### src/rtl/host_cmd_pkg.sv
// Shared types and constants for the host command controller.
package host_cmd_pkg;

  typedef enum logic [2:0] {
    IDLE,
    ADDR,
    DATA,
    CHK,
    EXEC,
    ACK
  } state_t;

  localparam logic [7:0] ADDR_TW   = 8'h01;
  localparam logic [7:0] ADDR_MODE = 8'h02;
  localparam logic [7:0] ADDR_CHEN = 8'h03;
  localparam logic [7:0] ADDR_CTRL = 8'h04;

  localparam logic [7:0] RSP_ACK  = 8'h06;
  localparam logic [7:0] RSP_NAK  = 8'h15;
  localparam logic [7:0] RSP_BUSY = 8'h16;

  function automatic logic [7:0] frame_xor(input logic [7:0] a, input logic [31:0] d);
    return a ^ d[7:0] ^ d[15:8] ^ d[23:16] ^ d[31:24];
  endfunction

endpackage

### src/rtl/host_cmd_frame_rx.sv
// Frame parser: header detect, byte assembly, checksum compare, inter-byte timeout.
// Owns the frame FSM; holds in EXEC/ACK until the top completes the response handshake.
module host_cmd_frame_rx
  import host_cmd_pkg::*;
#(
  parameter logic [7:0]  CMD_HEADER     = 8'hA5,
  parameter int unsigned TIMEOUT_CYCLES = 200_000
) (
  input  logic        clk,
  input  logic        rst_n,
  input  logic [7:0]  rx_data,
  input  logic        rx_done,
  input  logic        ack_done,
  output logic        frame_valid,
  output logic        chk_ok,
  output logic [7:0]  addr,
  output logic [31:0] data,
  output logic        timeout
);

  localparam int unsigned TW = (TIMEOUT_CYCLES > 2) ? $clog2(TIMEOUT_CYCLES) : 1;
  localparam logic [TW-1:0] TO_LAST = TW'(TIMEOUT_CYCLES - 1);

  state_t        state, state_nxt;
  logic [1:0]    byte_cnt;
  logic [7:0]    chk_r;
  logic [TW-1:0] to_cnt;
  logic          parsing;

  assign parsing     = (state == ADDR) || (state == DATA) || (state == CHK);
  // A byte arriving on the expiry cycle wins over the timeout.
  assign timeout     = parsing && !rx_done && (to_cnt == TO_LAST);
  assign frame_valid = (state == EXEC);
  assign chk_ok      = (frame_xor(addr, data) == chk_r);

  always_ff @(posedge clk or negedge rst_n) begin
    if (!rst_n) state <= IDLE;
    else        state <= state_nxt;
  end

  always_comb begin
    state_nxt = state;
    case (state)
      IDLE: if (rx_done && rx_data == CMD_HEADER) state_nxt = ADDR;
      ADDR: begin
        if (timeout)      state_nxt = IDLE;
        else if (rx_done) state_nxt = DATA;
      end
      DATA: begin
        if (timeout)                         state_nxt = IDLE;
        else if (rx_done && byte_cnt == 2'd3) state_nxt = CHK;
      end
      CHK: begin
        if (timeout)      state_nxt = IDLE;
        else if (rx_done) state_nxt = EXEC;
      end
      EXEC: state_nxt = ACK;
      ACK:  if (ack_done) state_nxt = IDLE;
      default: state_nxt = IDLE;
    endcase
  end

  always_ff @(posedge clk or negedge rst_n) begin
    if (!rst_n) begin
      byte_cnt <= '0;
      addr     <= '0;
      data     <= '0;
      chk_r    <= '0;
      to_cnt   <= '0;
    end else begin
      if (rx_done || !parsing) to_cnt <= '0;
      else                     to_cnt <= to_cnt + 1'b1;

      if (state != DATA) byte_cnt <= '0;
      else if (rx_done)  byte_cnt <= byte_cnt + 2'd1;

      if (rx_done) begin
        case (state)
          ADDR: addr <= rx_data;
          DATA: begin
            case (byte_cnt)
              2'd0:    data[7:0]   <= rx_data;
              2'd1:    data[15:8]  <= rx_data;
              2'd2:    data[23:16] <= rx_data;
              default: data[31:24] <= rx_data;
            endcase
          end
          CHK:     chk_r <= rx_data;
          default: ;
        endcase
      end
    end
  end

endmodule

### src/rtl/host_cmd_ctrl.sv
// Host command controller: executes parsed frames into core configuration
// registers and returns a one-byte ACK/NAK over a valid/ready handshake.
module host_cmd_ctrl
  import host_cmd_pkg::*;
#(
  parameter int unsigned CHAN_NUM       = 32,
  parameter logic [7:0]  CMD_HEADER     = 8'hA5,
  parameter int unsigned TIMEOUT_CYCLES = 200_000,
  parameter logic [7:0]  TW_DEFAULT     = 8'd10
) (
  input  logic                clk,
  input  logic                rst_n,
  input  logic [7:0]          rx_data,
  input  logic                rx_done,
  output logic [7:0]          timing_window,
  output logic [1:0]          test_mode,
  output logic [CHAN_NUM-1:0] chan_enable,
  output logic                run,
  output logic                soft_rst,
  output logic [7:0]          ack_data,
  output logic                ack_valid,
  input  logic                ack_ready,
  output logic [7:0]          err_count
);

  logic        frame_valid;
  logic        chk_ok;
  logic [7:0]  addr;
  logic [31:0] data;
  logic        timeout;
  logic        ack_done;
  logic [7:0]  rsp;
  logic        accept;
  logic        err_inc;

  assign ack_done = ack_valid && ack_ready;

  host_cmd_frame_rx #(
    .CMD_HEADER     (CMD_HEADER),
    .TIMEOUT_CYCLES (TIMEOUT_CYCLES)
  ) u_frame_rx (
    .clk         (clk),
    .rst_n       (rst_n),
    .rx_data     (rx_data),
    .rx_done     (rx_done),
    .ack_done    (ack_done),
    .frame_valid (frame_valid),
    .chk_ok      (chk_ok),
    .addr        (addr),
    .data        (data),
    .timeout     (timeout)
  );

  always_comb begin
    rsp = RSP_ACK;
    if (!chk_ok)
      rsp = RSP_NAK;
    else if (!(addr inside {ADDR_TW, ADDR_MODE, ADDR_CHEN, ADDR_CTRL}))
      rsp = RSP_NAK;
    else if (addr == ADDR_MODE && data[1:0] == 2'b11)
      rsp = RSP_NAK;
    else if (addr != ADDR_CTRL && run)
      rsp = RSP_BUSY;
  end

  assign accept  = (rsp == RSP_ACK);
  assign err_inc = (frame_valid && !accept) || timeout;

  always_ff @(posedge clk or negedge rst_n) begin
    if (!rst_n) begin
      timing_window <= TW_DEFAULT;
      test_mode     <= '0;
      chan_enable   <= '1;
      run           <= 1'b0;
      soft_rst      <= 1'b0;
      ack_data      <= '0;
      ack_valid     <= 1'b0;
      err_count     <= '0;
    end else begin
      soft_rst <= 1'b0;
      if (ack_done) ack_valid <= 1'b0;

      if (frame_valid) begin
        ack_data  <= rsp;
        ack_valid <= 1'b1;
        if (accept) begin
          case (addr)
            ADDR_TW:   timing_window <= data[7:0];
            ADDR_MODE: test_mode     <= data[1:0];
            ADDR_CHEN: chan_enable   <= data[CHAN_NUM-1:0];
            ADDR_CTRL: begin
              run      <= data[0];
              soft_rst <= data[1];
            end
            default: ;
          endcase
        end
      end

      if (err_inc && err_count != 8'hFF) err_count <= err_count + 8'd1;
    end
  end

endmodule

### config.mk
export PLATFORM = sky130hd
export DESIGN_NAME = host_cmd_ctrl
export DESIGN_NICKNAME = d
export VERILOG_FILES = /design/src/rtl/host_cmd_pkg.sv /design/src/rtl/host_cmd_frame_rx.sv /design/src/rtl/host_cmd_ctrl.sv
export SDC_FILE = /design/constraint.sdc
export NUM_CORES = 1
export LEC_CHECK = 0
export CAP_MARGIN = 25
export CORE_MARGIN = 2
export CORE_UTILIZATION = 60
export CTS_BUF_LIST = sky130_fd_sc_hd__clkbuf_16
export CTS_CLUSTER_SIZE = 10
export DETAILED_ROUTE_END_ITERATION = 10
export PLACE_DENSITY = 0.88
export SYNTH_ARGS = -nofsm -noshare
export SYNTH_HDL_FRONTEND = slang
export SYNTH_SLANG_ARGS = --single-unit
### constraint.sdc
create_clock -name clk -period 5.6 [get_ports clk]
set_input_delay 1.12 -clock clk [delete_from_list [all_inputs] [get_ports clk]]
set_output_delay 1.12 -clock clk [all_outputs]
set_load 0.02 [all_outputs]
==> results of run 1 <==
## path summary, 6_finish.rpt
check | from | slack (ps) | endpoint | cells after the start
max in group asynchronous | rst_n | 4080 | u_frame_rx.to_cnt[1] | 2
min | u_frame_rx.to_cnt[0] | 480 | u_frame_rx.to_cnt[0] | 1
min in group asynchronous | rst_n | 620 | u_frame_rx.data[13] | 1
max | rx_done | 2060 | err_count[1] | 6
max reg2reg | u_frame_rx.addr[4] | 2710 | chan_enable[0] | 7
min reg2reg | u_frame_rx.to_cnt[0] | 480 | u_frame_rx.to_cnt[0] | 1
## layout by cell type, fill, tap and decap left out, types with 4 or more instances in the layout
cell	n
sky130_fd_sc_hd__dfrtp_1	94
sky130_fd_sc_hd__clkdlybuf4s50_1	67
sky130_fd_sc_hd__mux2_2	61
sky130_fd_sc_hd__dfstp_2	34
sky130_fd_sc_hd__xnor2_1	32
sky130_fd_sc_hd__mux2_4	30
sky130_fd_sc_hd__nor2_1	29
sky130_fd_sc_hd__nand2_1	22
sky130_fd_sc_hd__xor2_1	19
sky130_fd_sc_hd__clkbuf_16	17
sky130_fd_sc_hd__inv_1	11
sky130_fd_sc_hd__nand4_1	9
sky130_fd_sc_hd__nand3_1	7
sky130_fd_sc_hd__ha_1	6
sky130_fd_sc_hd__o21ai_0	5
sky130_fd_sc_hd__a21oi_1	5
sky130_fd_sc_hd__and3_1	4
sky130_fd_sc_hd__nor3_1	4
sky130_fd_sc_hd__xnor3_1	4
sky130_fd_sc_hd__conb_1	4
sky130_fd_sc_hd__bufinv_16	4
sky130_fd_sc_hd__clkinv_2	4
## sequential cells by signal, indices dropped and copies added, names as in the netlist, 2 cells and up
| register | cells |
|---|---|
| err_count | 8 |
| chan_enable | 32 |
| timing_window | 8 |
| u_frame_rx.chk_r | 8 |
| u_frame_rx.addr | 8 |
| u_frame_rx.byte_cnt | 2 |
| ack_data | 4 |
| u_frame_rx.state | 3 |
| u_frame_rx.to_cnt | 18 |
| u_frame_rx.data | 32 |
| test_mode | 2 |
## worst max-delay path, delay by kind of cell
kind                   cells  cell delay (ps)
AO/OA/AOI/OAI              2              520
buffers and inverters      1              530
multiplexers               1              380
AND/OR/NAND/NOR            2             1270
## layer usage
layer  part of all wire  GRT usage
met2               0.51      0.381
met4              0.013     0.0982
met5                  0          0
met3              0.036     0.0632
met1               0.44      0.324
## through the flow
step                      cells   util  cell area, sq um  worst slack, ps
after CTS                   650  0.748              7250             2090
after detailed placement    618  0.686              6640             1680
final                       652  0.752              7280             2060
after global routing        652  0.752              7280             1920
after global placement      618  0.686              6640             1770
after floorplan             428      -              5920             2560
## final cells by class
class | count | share of cell area
sequential | 128 | 0.446
multi-input combinational | 280 | 0.346
timing repair buffer | 71 | 0.0987
clock buffer | 17 | 0.0584
clock inverter | 15 | 0.0244
tap | 133 | 0.0229
inverter | 8 | 0.00413
## kinds of logic (layout without fill, tap and decap cells)
family	after synthesis	in the layout
mux	92	92
compound gates	19	19
buf+inv	20	111
simple gates	102	102
other cells	1	4
flops	128	128
fa+ha+maj	6	6
xor+xnor	57	57
## power by group
group	internal, mW	total (mW)	switching, mW	leakage, nW
combinational	0.469	0.843	0.373	1.30
sequential	1.08	1.28	0.191	1.59
clock	0.733	1.12	0.386	0.300
==> tab_implementation.tex, run 1 <==
\begin{tabular}{lr}
\hline
Metric & Value \\
\hline
\multicolumn{2}{l}{\textbf{STA}} \\
\quad Slew at the pin closest to its max-slew limit & 721 ps \\
\quad Number of hold-slack violations in the final timing report & 0 \\
\quad Setup repair after global routing missed its margin & false \\
\quad Setup TNS Final & 0 ps \\
\quad Maximum achievable frequency & 0.283 GHz \\
\quad Worst slew margin relative to its limit & 0.517 \\
\quad Setup-failing EPs final & 0 \\
\quad Hold slack final & 478 ps \\
\quad Max-slew violation count & 0 \\
\quad Share of the clock period used by the worst path after layout & 0.631 \\
\quad Final critical-path required period & 3540 ps \\
\quad Clk\_skew & 7.92 ps \\
\multicolumn{2}{l}{\textbf{Logic synthesis}} \\
\quad Area share of xor/xnor cells in the synthesized design & 0.0998 \\
\quad Mux contribution to synthesized area & 0.194 \\
\quad Leading cell types by total area after synthesis & sky130\_fd\_sc\_hd\_\_dfrtp\_1, sky130\_fd\_sc\_hd\_\_dfstp\_2, sky130\_fd\_sc\_hd\_\_mux2\_2 \\
\quad Synth Area in Simple Gates & 0.0955 \\
\quad Cell area after technology mapping & 5910 sq um \\
\quad Post-synthesis share of cell area spent on full adders, half adders and majority gates & 0.0127 \\
\quad Most numerous cell in the Yosys netlist & sky130\_fd\_sc\_hd\_\_dfrtp\_1 \\
\quad Post-synth top flop & sky130\_fd\_sc\_hd\_\_dfrtp\_1 \\
\quad Share of synthesized flip-flops with an asynchronous set or reset & 1.00 \\
\quad Main combinational cell family by area after synthesis & multiplexers \\
\quad Cell type with the largest total area after synthesis & sky130\_fd\_sc\_hd\_\_dfrtp\_1 \\
\quad Most instantiated cells after synthesis & sky130\_fd\_sc\_hd\_\_dfrtp\_1, sky130\_fd\_sc\_hd\_\_mux2\_2, sky130\_fd\_sc\_hd\_\_dfstp\_2, sky130\_fd\_sc\_hd\_\_xnor2\_1, sky130\_fd\_sc\_hd\_\_mux2\_4 \\
\quad Count of distinct cell types in the synthesized netlist & 54 \\
\quad Yosys reg bits & 128 \\
\quad Area share of the largest cell type after synthesis & 0.398 \\
\quad Number of synthesized flops with an enable pin & 0 \\
\quad Compound-gate portion of the synthesized area & 0.0212 \\
\quad Per-instance average area after synthesis & 13.9 sq um \\
\quad Seq/Total Area, Yosys & 0.549 \\
\quad Gate count after technology mapping & 425 \\
\quad Count of synthesis-stage warnings from yosys & 0 \\
\multicolumn{2}{l}{\textbf{Setup path}} \\
\quad Critical path endpoint category & flip-flop \\
\quad Critical path's largest stage delay & 690 ps \\
\quad Crit-path max FO & 19 \\
\quad Crit path DAT & 3830 ps \\
\quad Standard cell with the maximum stage delay on the critical path & sky130\_fd\_sc\_hd\_\_or3\_1 \\
\quad Required time of the critical path & 5890 ps \\
\quad Sort of element at the start of the critical path & primary input \\
\quad Kind of critical path & in -> reg \\
\quad Ordered list of cells on the worst path & clkdlybuf4s50\_1, or3\_1, nor4\_2, o21ai\_0, a21oi\_2, mux2\_2 \\
\multicolumn{2}{l}{\textbf{Final layout}} \\
\quad Net count, final & 524 \\
\quad Area of the multi-input gates & 2520 sq um \\
\quad FF+latch area & 3250 sq um \\
\quad Filler Cells Inserted & 578 \\
\quad Syn-to-layout area delta & 23.2\% \\
\quad Ant. Diodes & 0 \\
\quad Share of cells above drive strength 1 & 0.335 \\
\multicolumn{2}{l}{\textbf{Run status}} \\
\quad Result of the run & finished, final reports clean \\
\multicolumn{2}{l}{\textbf{Clocking}} \\
\quad Gates resized, CTS repair & 0 \\
\quad Bufs on Longest Clock Path & 2 \\
\quad Sink Count & 128 \\
\quad \# hold bufs at CTS & 0 \\
\quad Number of buffers added by the clock tree synthesis step & 17 \\
\quad H-tree level count & 4 \\
\quad TritonCTS clock tree & done \\
\quad Post-CTS Setup Inserts & 0 \\
\quad Clock insertion delay at the later pin of the skew report & 410 ps \\
\quad Clock Pin Slew Worst Setup and Hold Paths & 50 ps \\
\quad Clk root buf & sky130\_fd\_sc\_hd\_\_clkbuf\_16 \\
\multicolumn{2}{l}{\textbf{Floorplan}} \\
\quad Die area & 10700 sq um \\
\quad Initial Utilization & 0.610 \\
\quad Die height & 103 microns \\
\quad Die X-Extent & 103 microns \\
\quad Floorplan Core Area & 9680 sq um \\
\quad Num rows & 36 \\
\quad I/O pin total & 73 \\
\multicolumn{2}{l}{\textbf{Global routing}} \\
\quad Maximum number of pins on one net before global-route repair & 84 \\
\quad Global-route congestion overflow total & 0 \\
\quad First-pass GRT wire length & 19.1 mm \\
\quad Via count of the first global-routing pass & 3736 \\
\quad Number of antenna violations at the first check in global routing & 0 \\
\quad GR Util All Layers & 0.242 \\
\multicolumn{2}{l}{\textbf{Detailed routing}} \\
\quad Final routed DRC violation total & 0 \\
\quad Number of search-and-repair iterations in the first detailed-routing pass & 4 \\
\quad Total vias in the final route & 3572 \\
\quad Number of vias per cell after detailed routing & 5.48 \\
\quad Sum of routed wire length over all layers & 11.8 mm \\
\quad Number of routed nets with antenna violations & 0 \\
\quad Initial DRC count & 226 \\
\quad WL per Instance & 18.1 microns \\
\multicolumn{2}{l}{\textbf{Power}} \\
\quad Final Total Pwr & 3.24 mW \\
\quad Power density over the cells & 445 nW/um\^{}2 \\
\quad Leakage Power & 3.18 nW \\
\quad VDD IR max & 0.255 mV \\
\multicolumn{2}{l}{\textbf{Hold path}} \\
\quad Class of the most critical hold timing path & reg -> reg \\
\multicolumn{2}{l}{\textbf{Place}} \\
\quad Detailed Place HPWL & 7.47 mm \\
\quad Global placement routability congestion & 0.826 \\
\quad Port Buffers & 68 \\
\multicolumn{2}{l}{\textbf{Job}} \\
\quad Number of maximum-capacitance violations & 0 \\
\hline
\end{tabular}
Note: power is estimated with default switching activity, not from simulation.
==> inputs of run 2 (changes only) <==
--- a/config.mk
+++ b/config.mk
@@ -7,11 +7,11 @@
 export LEC_CHECK = 0
 export CAP_MARGIN = 25
 export CORE_MARGIN = 2
-export CORE_UTILIZATION = 60
+export CORE_UTILIZATION = 56
 export CTS_BUF_LIST = sky130_fd_sc_hd__clkbuf_16
 export CTS_CLUSTER_SIZE = 10
 export DETAILED_ROUTE_END_ITERATION = 10
-export PLACE_DENSITY = 0.88
+export PLACE_DENSITY = 0.83
 export SYNTH_ARGS = -nofsm -noshare
 export SYNTH_HDL_FRONTEND = slang
 export SYNTH_SLANG_ARGS = --single-unit
==> constraint.sdc (replaced) <==
create_clock -name clk -period 3.7 [get_ports clk]
set_input_delay 0.74 -clock clk [delete_from_list [all_inputs] [get_ports clk]]
set_output_delay 0.74 -clock clk [all_outputs]
set_load 0.02 [all_outputs]
==> run 2 against run 1 <==
Core utilization down 4.6 points. Sequential cell count unchanged. Clock power up 45%. Sequential share of layout area up 0.17 points. Non-clock buffer count unchanged. Routed wire length down 3.5%. Clock skew about the same. Combinational power up 51%. Critical endpoint is now chan_enable[0]. Die area up 6.9%. Power up 49%. Cell count up 0.46%. Largest power group unchanged.
==> tab_implementation.tex, run 2 (synthesized netlist as in run 1, its figures left out) <==
\begin{tabular}{lr}
\hline
Metric & Value \\
\hline
\multicolumn{2}{l}{\textbf{Run status}} \\
\quad Result of the run & finished, final reports clean \\
\multicolumn{2}{l}{\textbf{Floorplan}} \\
\quad Initial Utilization & 0.575 \\
\quad Die height & 107 microns \\
\quad Num rows & 37 \\
\quad Die X-Extent & 107 microns \\
\quad I/O pin total & 73 \\
\quad Die area & 11400 sq um \\
\quad Floorplan Core Area & 10300 sq um \\
\multicolumn{2}{l}{\textbf{Global routing}} \\
\quad Maximum number of pins on one net before global-route repair & 69 \\
\quad Via count of the first global-routing pass & 3773 \\
\quad First-pass GRT wire length & 19.1 mm \\
\quad Number of antenna violations at the first check in global routing & 0 \\
\quad Global-route congestion overflow total & 0 \\
\quad GR Util All Layers & 0.219 \\
\multicolumn{2}{l}{\textbf{Place}} \\
\quad Global placement routability congestion & 0.795 \\
\quad Detailed Place HPWL & 7.47 mm \\
\quad Port Buffers & 68 \\
\quad Worst slack after detailed placement & 524 ps \\
\multicolumn{2}{l}{\textbf{STA}} \\
\quad Setup TNS Final & 0 ps \\
\quad Setup-failing EPs final & 0 \\
\quad Number of hold-slack violations in the final timing report & 0 \\
\quad Final critical-path required period & 2850 ps \\
\quad Post-layout worst setup margin & 853 ps \\
\quad Setup repair after global routing missed its margin & false \\
\quad Slew at the pin closest to its max-slew limit & 781 ps \\
\quad Worst slew margin relative to its limit & 0.477 \\
\quad Share of the clock period used by the worst path after layout & 0.770 \\
\quad Maximum achievable frequency & 0.351 GHz \\
\quad Max-slew violation count & 0 \\
\quad Clk\_skew & 7.64 ps \\
\multicolumn{2}{l}{\textbf{Final layout}} \\
\quad Most common cell after layout, fill and taps aside & sky130\_fd\_sc\_hd\_\_dfrtp\_1 \\
\quad Syn-to-layout area delta & 22.8\% \\
\quad Filler Cells Inserted & 691 \\
\quad Area of the multi-input gates & 2520 sq um \\
\quad Most frequent cells in the layout & sky130\_fd\_sc\_hd\_\_dfrtp\_1, sky130\_fd\_sc\_hd\_\_clkdlybuf4s50\_1, sky130\_fd\_sc\_hd\_\_mux2\_2, sky130\_fd\_sc\_hd\_\_dfstp\_2, sky130\_fd\_sc\_hd\_\_xnor2\_1 \\
\quad Ant. Diodes & 0 \\
\quad Share of cells above drive strength 1 & 0.337 \\
\quad Final core utilization & 0.706 \\
\quad Net count, final & 524 \\
\quad FF+latch area & 3250 sq um \\
\quad Largest registers in the final layout & chan\_enable x32, u\_frame\_rx.data x32, u\_frame\_rx.to\_cnt x18 \\
\multicolumn{2}{l}{\textbf{Setup path}} \\
\quad CP Buf/Inv Count & 0 \\
\quad Standard cell with the maximum stage delay on the critical path & sky130\_fd\_sc\_hd\_\_and3\_4 \\
\quad Ordered list of cells on the worst path & or4\_4, nor2\_2, o21ai\_2, nor4\_4, and2\_4, and3\_4, mux2\_2 \\
\quad Crit path DAT & 3180 ps \\
\quad Sort of element at the start of the critical path & flip-flop \\
\quad Delay-heaviest family, CP & simple AND/OR/NAND/NOR gates \\
\quad Kind of critical path & reg -> reg \\
\quad Crit-path max FO & 32 \\
\quad Required time of the critical path & 4030 ps \\
\quad Critical path endpoint category & flip-flop \\
\quad Critical path's largest stage delay & 600 ps \\
\multicolumn{2}{l}{\textbf{Power}} \\
\quad Leakage Power & 3.17 nW \\
\quad Psw & 1.41 mW \\
\quad Register share of total power & 0.400 \\
\quad Cell internal power dissipation & 3.40 mW \\
\quad VDD IR max & 0.342 mV \\
\quad Combinational share of power & 0.263 \\
\quad Clock share of power & 0.337 \\
\quad Power density over the cells & 663 nW/um\^{}2 \\
\quad Switching part of the total & 0.294 \\
\multicolumn{2}{l}{\textbf{Clocking}} \\
\quad Post-CTS Setup Inserts & 0 \\
\quad Gates resized, CTS repair & 0 \\
\quad Clock insertion delay at the later pin of the skew report & 410 ps \\
\quad Sink Count & 128 \\
\quad Clock Pin Slew Worst Setup and Hold Paths & 50 ps \\
\quad H-tree level count & 4 \\
\quad \# hold bufs at CTS & 0 \\
\quad TritonCTS clock tree & done \\
\quad Bufs on Longest Clock Path & 2 \\
\quad Number of buffers added by the clock tree synthesis step & 17 \\
\quad Clk root buf & sky130\_fd\_sc\_hd\_\_clkbuf\_16 \\
\multicolumn{2}{l}{\textbf{Detailed routing}} \\
\quad WL per Instance & 17.4 microns \\
\quad Initial DRC count & 127 \\
\quad Final routed DRC violation total & 0 \\
\quad Sum of routed wire length over all layers & 11.4 mm \\
\quad Number of search-and-repair iterations in the first detailed-routing pass & 6 \\
\quad Number of vias per cell after detailed routing & 5.38 \\
\quad Number of routed nets with antenna violations & 0 \\
\quad Total vias in the final route & 3524 \\
\multicolumn{2}{l}{\textbf{Job}} \\
\quad Number of maximum-capacitance violations & 0 \\
\multicolumn{2}{l}{\textbf{Hold path}} \\
\quad Class of the most critical hold timing path & in -> async \\
\hline
\end{tabular}
## run 2: cell type report
class	count	area share
clock buffers	17	0.0587
clock inverters	15	0.0209
inverters	8	0.00414
multi-input cells	280	0.347
flip-flops and latches	128	0.448
well taps	136	0.0235
repair buffers	71	0.0983
## run 2: worst register-to-register path, stage by stage, from the launching register on
cell and delay (ps):
sky130_fd_sc_hd__dfrtp_1 400, sky130_fd_sc_hd__or4_4 540, sky130_fd_sc_hd__nor2_2 170, sky130_fd_sc_hd__o21ai_2 110, sky130_fd_sc_hd__nor4_4 310, sky130_fd_sc_hd__and2_4 220, sky130_fd_sc_hd__and3_4 600, sky130_fd_sc_hd__mux2_2 420
## run 2: final timing paths
kind / cells after the start / endpoint / startpoint / slack, ps
min in group clk: 1 / ack_data[2] / ack_data[2] / 470
max in group asynchronous: 2 / chan_enable[1] / rst_n / 2440
setup reg to reg: 7 / chan_enable[0] / u_frame_rx.addr[4] / 850
hold / removal: 1 / u_frame_rx.data[21] / rst_n / 410
setup / recovery: 7 / chan_enable[0] / u_frame_rx.addr[4] / 850
hold reg to reg: 1 / ack_data[2] / ack_data[2] / 470
## run 2: routing by layer
layer	GRT usage	up-vias	share of wire
met1	0.290	1795	0.46
met2	0.359	77	0.50
met5	0	-	0
met3	0.0492	16	0.030
met4	0.0770	0	0.014
li1	-	1636	-
## run 2: power groups by stage
| stage | sequential, mW | clock [mW] | combinational [mW] |
|---|---|---|---|
| after floorplan | 1.89 | 0 | 0.935 |
| after global placement | 1.91 | 0 | 1.21 |
| after detailed placement | 1.94 | 0 | 1.24 |
| after CTS | 1.92 | 1.64 | 1.27 |
| after global routing | 1.95 | 1.71 | 1.37 |
| final | 1.92 | 1.62 | 1.27 |
## run 2: metrics by stage
step,area [sq um],cells,hold WS (ps),power (mW)
finish,7250,655,412,4.81
global route,7250,655,473,5.03
CTS,7250,655,427,4.84
detailed placement,6680,623,468,3.18
global placement,6680,623,461,3.12
floorplan,5920,428,444,2.83
